`config.mk`:
```
export PLATFORM = sky130hd
export DESIGN_NAME = axis_frame_packer
export DESIGN_NICKNAME = d
export VERILOG_FILES = /design/src/rtl/axis_frame_packer.sv
export SDC_FILE = /design/constraint.sdc
export NUM_CORES = 1
export LEC_CHECK = 0
export CAP_MARGIN = 20
export CORE_AREA = 2 2 108 162
export CTS_CLUSTER_DIAMETER = 50
export CTS_CLUSTER_SIZE = 10
export DETAILED_ROUTE_END_ITERATION = 8
export DIE_AREA = 0 0 110 164
export DONT_BUFFER_PORTS = 1
export GPL_ROUTABILITY_DRIVEN = 0
export GPL_TIMING_DRIVEN = 0
export HOLD_SLACK_MARGIN = 0.06
export PLACE_DENSITY = 0.65
export SETUP_SLACK_MARGIN = 0.4
export SLEW_MARGIN = 10
export SYNTH_ARGS = -nofsm -noshare
export SYNTH_HDL_FRONTEND = slang
export SYNTH_SLANG_ARGS = --single-unit
```
`constraint.sdc`:
```
create_clock -name axi_Mclk -period 3.4 [get_ports axi_Mclk]
set_input_delay 0.51 -clock axi_Mclk [delete_from_list [all_inputs] [get_ports axi_Mclk]]
set_output_delay 0.51 -clock axi_Mclk [all_outputs]
set_load 0.03 [all_outputs]
```
`src/rtl/axis_frame_packer.sv`:
```
`default_nettype none
// ============================================================================
// Module   : axis_frame_packer
// Brief    : Captures one H_ACTIVE x V_ACTIVE frame per start pulse into an
//            AXI-Stream packet for DMA S2MM through a FWFT skid FIFO.
//            Build option LINE_LAST_EN: assert last at the end of every line.
// Revision : 1.0 - initial release
// ============================================================================
module axis_frame_packer #(
  parameter int DATA_WIDTH = 32,
  parameter int H_ACTIVE   = 720,
  parameter int V_ACTIVE   = 480,
  parameter int FIFO_DEPTH = 4
) (
  input  logic                  axi_Mclk,
  input  logic                  axi_reset,
  input  logic                  start,
  input  logic [DATA_WIDTH-1:0] s_axis_data,
  input  logic                  s_axis_valid,
  output logic                  s_axis_ready,
  output logic [DATA_WIDTH-1:0] m_axis_data,
  output logic [3:0]            m_axis_keep,
  output logic                  m_axis_valid,
  output logic                  m_axis_last,
  input  logic                  m_axis_ready,
  output logic                  busy,
  output logic                  frame_done,
  output logic [15:0]           frame_cnt,
  output logic                  ovf
);

  localparam int c_PW = $clog2(FIFO_DEPTH);
  localparam int c_HW = (H_ACTIVE > 1) ? $clog2(H_ACTIVE) : 1;
  localparam int c_VW = (V_ACTIVE > 1) ? $clog2(V_ACTIVE) : 1;

  localparam logic [c_HW-1:0] c_H_LAST = c_HW'(H_ACTIVE - 1);
  localparam logic [c_VW-1:0] c_V_LAST = c_VW'(V_ACTIVE - 1);
  localparam logic [c_PW:0]   c_FULL   = (c_PW + 1)'(FIFO_DEPTH);
  localparam logic [c_PW:0]   c_ONE    = (c_PW + 1)'(1);

  localparam logic [1:0] c_IDLE  = 2'd0;
  localparam logic [1:0] c_RUN   = 2'd1;
  localparam logic [1:0] c_DRAIN = 2'd2;

  logic [1:0]            r_state;
  logic [1:0]            w_next;
  logic [c_HW-1:0]       r_h_cnt;
  logic [c_VW-1:0]       r_v_cnt;
  logic [DATA_WIDTH:0]   r_mem [FIFO_DEPTH];
  logic [c_PW:0]         r_wr_ptr;
  logic [c_PW:0]         r_rd_ptr;
  logic [c_PW:0]         w_count;
  logic [DATA_WIDTH:0]   w_head;
  logic                  w_full;
  logic                  w_empty;
  logic                  w_push;
  logic                  w_pop;
  logic                  w_ready;
  logic                  w_busy;
  logic                  w_line_end;
  logic                  w_frame_pix;
  logic                  w_last_flag;
  logic                  w_frame_end;
  logic                  r_frame_done;
  logic [15:0]           r_frame_cnt;
  logic                  r_ovf;

  // FIFO status
  assign w_count = r_wr_ptr - r_rd_ptr;
  assign w_empty = (r_wr_ptr == r_rd_ptr);
  assign w_full  = (w_count == c_FULL);
  assign w_head  = r_mem[r_rd_ptr[c_PW-1:0]];
  assign w_pop   = !w_empty && m_axis_ready;
  assign w_push  = s_axis_valid && w_ready;

  assign w_line_end  = (r_h_cnt == c_H_LAST);
  assign w_frame_pix = w_line_end && (r_v_cnt == c_V_LAST);
`ifdef LINE_LAST_EN
  assign w_last_flag = w_line_end;
`else
  assign w_last_flag = w_frame_pix;
`endif

  // In DRAIN no pushes occur, so the sole remaining entry is the frame's final pixel.
  assign w_frame_end = (r_state == c_DRAIN) && w_pop && (w_count == c_ONE);

  always_ff @(posedge axi_Mclk or posedge axi_reset) begin
    if (axi_reset) begin
      r_state <= c_IDLE;
    end else begin
      r_state <= w_next;
    end
  end

  always_comb begin
    w_next = r_state;
    case (r_state)
      c_IDLE:  if (start) w_next = c_RUN;
      c_RUN:   if (w_push && w_frame_pix) w_next = c_DRAIN;
      c_DRAIN: if (w_frame_end) w_next = c_IDLE;
      default: w_next = c_IDLE;
    endcase
  end

  // A full FIFO still accepts when its head leaves in the same cycle.
  always_comb begin
    w_ready = (r_state == c_RUN) && (!w_full || m_axis_ready);
    w_busy  = (r_state != c_IDLE);
  end

  always_ff @(posedge axi_Mclk or posedge axi_reset) begin
    if (axi_reset) begin
      r_h_cnt <= '0;
      r_v_cnt <= '0;
    end else if (w_push) begin
      if (w_line_end) begin
        r_h_cnt <= '0;
        r_v_cnt <= (r_v_cnt == c_V_LAST) ? '0 : r_v_cnt + 1'b1;
      end else begin
        r_h_cnt <= r_h_cnt + 1'b1;
      end
    end else if (r_state == c_IDLE) begin
      r_h_cnt <= '0;
      r_v_cnt <= '0;
    end
  end

  always_ff @(posedge axi_Mclk or posedge axi_reset) begin
    if (axi_reset) begin
      r_wr_ptr <= '0;
      r_rd_ptr <= '0;
    end else begin
      if (w_push) r_wr_ptr <= r_wr_ptr + 1'b1;
      if (w_pop)  r_rd_ptr <= r_rd_ptr + 1'b1;
    end
  end

  always_ff @(posedge axi_Mclk) begin
    if (w_push) begin
      r_mem[r_wr_ptr[c_PW-1:0]] <= {s_axis_data, w_last_flag};
    end
  end

  always_ff @(posedge axi_Mclk or posedge axi_reset) begin
    if (axi_reset) begin
      r_frame_done <= 1'b0;
      r_frame_cnt  <= '0;
      r_ovf        <= 1'b0;
    end else begin
      r_frame_done <= w_frame_end;
      if (w_frame_end) r_frame_cnt <= r_frame_cnt + 16'd1;
      if (start && (r_state != c_IDLE)) r_ovf <= 1'b1;
    end
  end

  // Head payload is masked so stale memory never leaks out while empty.
  assign s_axis_ready = w_ready;
  assign m_axis_valid = !w_empty;
  assign m_axis_data  = w_empty ? '0 : w_head[DATA_WIDTH:1];
  assign m_axis_last  = !w_empty && w_head[0];
  assign m_axis_keep  = {4{!w_empty}};
  assign busy         = w_busy;
  assign frame_done   = r_frame_done;
  assign frame_cnt    = r_frame_cnt;
  assign ovf          = r_ovf;

endmodule
`default_nettype wire
```
==> impl_results.md, run 1 <==
* Status: complete, no violations
* Initial DRC count at 216
* Root Buffer: clkbuf_16
* Final Max Slew Viols at 0
* Critical path required time at 2890 ps
* Share of cells above drive strength 1 at 26.3%
* Worst skew pair latency at 420 ps
* Crit path time final at 2860 ps
* Max-cap viol count at 0
* Post-CTS Setup Bufs at 0
* Syn_area_per_cell at 16.3 um^2
* Mapped Area at 7390 um^2
* First-pass GRT wire length at 21.9 mm
* Final Power at 8010 uW
* Synth cell types at 47
* PortBufs at 0
* Area Growth Syn to Fin at 14.0%
* Post-synthesis cell type with the largest combined area: edfxtp_1
* Worst Path Max Fanout at 14
* Finished Layout Cells at 700
* Routed wire per std cell at 20.1 um
* Clock Path Buffers at 2
* Placed Cells incl. Taps at 664
* CTS Buf Count at 17
* Max Fclk at 350 MHz
* Routed Antenna Nets at 0
* Row count at 58
* Dpl hpwl at 9.21 mm
* Total track usage at 16.3%
* Antenna violations before repair at 0
* Total Wirelength at 14.1 mm
* Final-layout fill cell count at 1,327
* Yosys warns at 0
* H-tree Lvls at 4
* Vias in the first global route at 4,225
* Io pins at 95
* Critical path class: flop to primary output
* Antenna cells at 0
* DRC viols at 0
* Die area at 18,000 um^2
* Worst setup SP type: flop
* Hold Vio Cnt, Final at 0
* Drt pass-1 iters at 4
* Final TNS setup at 0 ps
* Critical path capture point type: primary output
* Via count at 3,983
* Nets at 525
* Syn nets at 500
* Starting Density at 44.5%
* Number of vias per cell at 5.69
* Slew HR at 50.0%
* Final worst path period share at 84.2%
* Synth top area share at 53.6%
* Core box area at 16,600 um^2
* RSZ-0062 raised after global routing: no
* Ranking of synthesized cells by area: edfxtp_1, dfrtp_1, mux4_2
* LEAKAGE at 0.00303 uW
* Clock-pin slew on the worst setup and hold paths at 80 ps
* Clock skew at 14.8 ps
* Fin util at 50.7%
* Die Y-Extent at 164 um
* Commonest register cell after synthesis: edfxtp_1
* Register area share after synthesis at 68.9%
* Peak supply drop at 0.607 mV
* Worst-margin pin slew at 748 ps
* Final setup vio count at 0
* Largest net degree at the start of global routing at 31
* Async set or reset register ratio after synthesis at 25.4%
* Sink Count at 177
* Clock tree from TritonCTS: done
* CP Data Arrival Time at 2350 ps
* EDFF count, synth at 132
* Synthesized instance count at 452
* Flops & latches, synth at 177
* Grt ovf at 0
* Die X at 110 um
* Hold Path Class: input port to flop
* Power Density at 951 nW/um^2
[placed cells by master, fill, tap and decap left out, types with 3 or more instances in the layout]
| cell type | count |
|---|---|
| buf_2 | 6 |
| nor2_1 | 10 |
| ha_1 | 10 |
| and2_1 | 5 |
| mux4_2 | 33 |
| nand4_1 | 13 |
| nor4_1 | 4 |
| a21o_1 | 8 |
| inv_1 | 6 |
| nand2_1 | 21 |
| inv_8 | 4 |
| clkbuf_1 | 4 |
| dfrtp_1 | 45 |
| edfxtp_1 | 132 |
| xor2_1 | 3 |
| clkbuf_16 | 17 |
| buf_4 | 5 |
| mux2_2 | 3 |
| and4_1 | 4 |
| and2_4 | 6 |
| and3_1 | 7 |
| xnor2_1 | 19 |
| inv_6 | 4 |
| clkinv_8 | 5 |
| o21ai_0 | 16 |
| nand2b_1 | 3 |
| o31ai_1 | 3 |
| nand3_1 | 15 |
| and2_2 | 30 |
| nor3_1 | 6 |
[routing by layer]
metal  GRT usage (%)  vias up  wire length [um]
li1                -     1792                 -
met1            18.4     2050              5460
met2            28.5      124              7420
met3            5.04       17               947
met4            6.39        0               231
met5               0        -                 0
[state kept, by name, summed over array words and instances, names as in the netlist]
name / flops
frame_cnt: 16
r_h_cnt: 10
r_state: 2
frame_done: 1
r_mem: 132
r_v_cnt: 9
r_rd_ptr: 3
ovf: 1
r_wr_ptr: 3
[kinds of logic (layout without fill, tap and decap cells)]
group / Yosys count / after routing / share of synthesized area (%)
AO/OA/AOI/OAI: 44 / 44 / 3.90
XOR/XNOR: 23 / 23 / 2.93
adder cells (fa/ha/maj): 11 / 11 / 1.96
buffers and inverters: 29 / 64 / 1.74
flip-flops: 177 / 177 / 68.9
multiplexers: 37 / 37 / 10.7
AND/OR/NAND/NOR: 131 / 134 / 9.92
[path summary, 6_finish.rpt]
check	slack, ps	end	cells after the start	start
worst max-delay path	540	m_axis_data[27]	7	r_rd_ptr[1]
worst min-delay path	170	r_mem[2][21]	0	s_axis_data[20]
worst max register to register	650	r_mem[0][1]	7	r_wr_ptr[0]
worst min register to register	480	r_v_cnt[8]	1	r_v_cnt[8]
max in group asynchronous	2410	r_rd_ptr[0]	3	axi_reset
min in group asynchronous	520	frame_cnt[8]	2	axi_reset
[synthesized netlist by cell type (8+ instances only)]
library cell  instances
a21o_1                8
mux4_2               33
nand4_1              13
dfrtp_1              45
xnor2_1              19
ha_1                 10
and2_1               38
nand2_1              21
nor2_1               10
clkbuf_1             10
o21ai_0              16
edfxtp_1            132
nand3_1              16
[power by group]
part	switching (uW)	leakage, uW	total [uW]	internal, uW
clock	925	0.000294	1920	996
combinational	2060	0.000931	3160	1100
sequential	140	0.00180	2930	2790
[what timing repair did]
item	in CTS	in global routing
cloned	3	0
endpoints found under the hold margin	15	0
hold buffers	1	0
gates resized for setup	44	14
setup endpoints to repair	147	161
pin swaps	3	0
[area by class of cell]
class | instances | area [um^2] | share of cell area, %
flip-flops and latches | 177 | 5090 | 60.4
plain buffers | 22 | 129 | 1.53
clock buffers | 17 | 425 | 5.05
inverters | 7 | 26.3 | 0.312
repair buffers | 3 | 50.0 | 0.594
multi-input cells | 249 | 2270 | 26.9
clock inverters | 15 | 175 | 2.08
well taps | 210 | 263 | 3.12
[worst max-delay path, stage by stage (launching register included)]
cell      delay (ps)
dfrtp_1          400
clkbuf_4         240
buf_4            220
inv_1             60
ha_1             320
nand3_4          170
clkbuf_8         240
and2_2           290
[per-stage QoR]
| step | hold WS [ps] | setup slack, ps | area [um^2] |
|---|---|---|---|
| 6_report | 174 | 539 | 8420 |
| 5_1_grt | 146 | 418 | 8420 |
| 4_1_cts | 155 | 402 | 8400 |
| 3_5_place_dp | 392 | -448 | 7700 |
| 3_3_place_gp | 456 | -404 | 7650 |
| 2_1_floorplan | 439 | 468 | 7390 |
Note: power is estimated with default switching activity, not from simulation.
==> inputs of run 2 (changes only) <==
PLACE_DENSITY = 0.67   (was 0.65)
clock period = 2.4 ns   (was 3.4 ns; I/O delays follow)
==> impl_results.md, run 2 (synthesized netlist as in run 1, its figures left out) <==
* Status: finished with violations
* Violated checks: setup timing
* Io pins at 95
* Routed wire per std cell at 22.2 um
* Worst R2R Path Depth at 8
* Drt pass-1 iters at 4
* Power Density at 1380 nW/um^2
* Share of cells above drive strength 1 at 43.0%
* Crit path time final at 2410 ps
* Max Fclk at 414 MHz
* Critical path capture point type: primary output
* Vias in the first global route at 4,684
* Finished Layout Cells at 792
* GR Util met1 at 22.6%
* Clock Path Buffers at 2
* Hold Path Cell Cnt at 2
* CTS Buf Count at 17
* Starting Density at 44.5%
* Largest net degree at the start of global routing at 31
* Max reg flops at 132
* Root Buffer: clkbuf_16
* CP Data Arrival Time at 2050 ps
* Met2 GRT Util at 35.2%
* Initial DRC count at 264
* Die X at 110 um
* Dpl hpwl at 9.29 mm
* GRT busiest layer: met2
* Worst skew pair latency at 420 ps
* Met3 Use GR at 4.48%
* Via count at 4,507
* Core box area at 16,600 um^2
* Final worst path period share at 101%
* Hold Path Class: input port to flop
* H-tree Lvls at 4
* Worst Path Max Fanout at 5
* RSZ-0062 raised after global routing: yes
* Placed Cells incl. Taps at 663
* Worst setup SP type: flop
* Clock-pin slew on the worst setup and hold paths at 70 ps
* Die area at 18,000 um^2
* Most frequent cells in the layout: edfxtp_1, and2_4, dfrtp_1
* Sink Count at 177
* Clock skew at 14.4 ps
* Area Growth Syn to Fin at 36.3%
* Total Wirelength at 17.6 mm
* LEAKAGE at 0.00377 uW
* Critical path required time at 2040 ps
* Most common cell after layout, fill and taps aside: edfxtp_1
* Antenna cells at 0
* Hold Vio Cnt, Final at 0
* WHS Endpoint: r_rd_ptr[0]
* Number of vias per cell at 5.69
* Peak supply drop at 1.06 mV
* R2R Setup Slk at 0 ps
* Min-delay src: m_axis_ready
* DRC viols at 0
* R2R Path Start: r_wr_ptr[0]
* R2r endpoint: r_mem[0][0]
* Worst-margin pin slew at 531 ps
* Critical path class: flop to primary output
* Row count at 58
* Worst Slack Setup Final at -12.6 ps
* Clock tree from TritonCTS: done
* Hold slack at 116 ps
* PortBufs at 0
* Final Max Slew Viols at 0
* Max-cap viol count at 0
* Nets at 617
* Antenna violations before repair at 0
* Grt ovf at 0
* Die Y-Extent at 164 um
* Slew HR at 64.3%
* Final setup vio count at 2
* First-pass GRT wire length at 26.0 mm
* Routed Antenna Nets at 0
* Total track usage at 19.3%
[run 2: layout make-up]
| type | count | area (um^2) |
|---|---|---|
| inverter | 7 | 28.8 |
| timing repair buffer | 89 | 1040 |
| fill | 1181 | 6550 |
| multi-input combinational | 255 | 2730 |
| tap | 210 | 263 |
| clock inverter | 14 | 163 |
| sequential | 177 | 5090 |
| buffer | 22 | 319 |
| clock buffer | 18 | 429 |
[run 2: worst max-delay path, cell delays in order, from the launching register on]
cell	delay, ps
dfrtp_1	400
inv_2	90
ha_4	120
fa_2	440
and3b_2	290
a21oi_4	290
[run 2: timing repair]
item                                    CTS  global route
setup buffers                            32            16
hold buffers                             34             0
hold endpoints to repair                144             0
resized for setup                       150            55
pin swaps                                30            54
endpoints found under the setup margin  216           215
gates cloned                             13             2
[run 2: worst max path at each step]
stage          slack [ps]            to        start  cells after the start
2_1_floorplan          90   r_mem[0][0]  r_wr_ptr[0]                      7
3_3_place_gp         -280  r_mem[0][20]  r_wr_ptr[0]                      7
3_5_place_dp         -300  r_mem[1][17]  r_wr_ptr[0]                      7
4_1_cts               -30  s_axis_ready  r_wr_ptr[0]                      5
5_1_grt               -80  s_axis_ready  r_wr_ptr[0]                      5
6_report              -10  s_axis_ready  r_wr_ptr[0]                      5
[run 2: routing by layer]
layer | routed length [um] | part of all wire (%)
met2 | 9820 | 56
met1 | 6490 | 37
met3 | 995 | 5.7
met5 | 0 | 0
met4 | 278 | 1.6
[run 2: per-stage QoR]
| stage | setup slack [ps] | total power, uW | util [%] | setup TNS (ps) | cell area [um^2] |
|---|---|---|---|---|---|
| 2_1_floorplan | 85.7 | 7930 | - | 0 | 7510 |
| 3_3_place_gp | -278 | 8610 | 46.8 | -32820 | 7770 |
| 3_5_place_dp | -302 | 8720 | 46.9 | -38690 | 7790 |
| 4_1_cts | -32.3 | 13400 | 58.5 | -80.6 | 9720 |
| 5_1_grt | -76.3 | 14500 | 60.6 | -4580 | 10100 |
| 6_report | -12.6 | 13900 | 60.6 | -15.5 | 10100 |
[run 2: where the power goes]
group          switching, uW  internal, uW  total (uW)  leakage, uW
registers                236          3950        4190      0.00179
logic                   3720          3290        7010      0.00168
clock network           1310          1400        2710     0.000288
total                   5260          8640       13900      0.00377
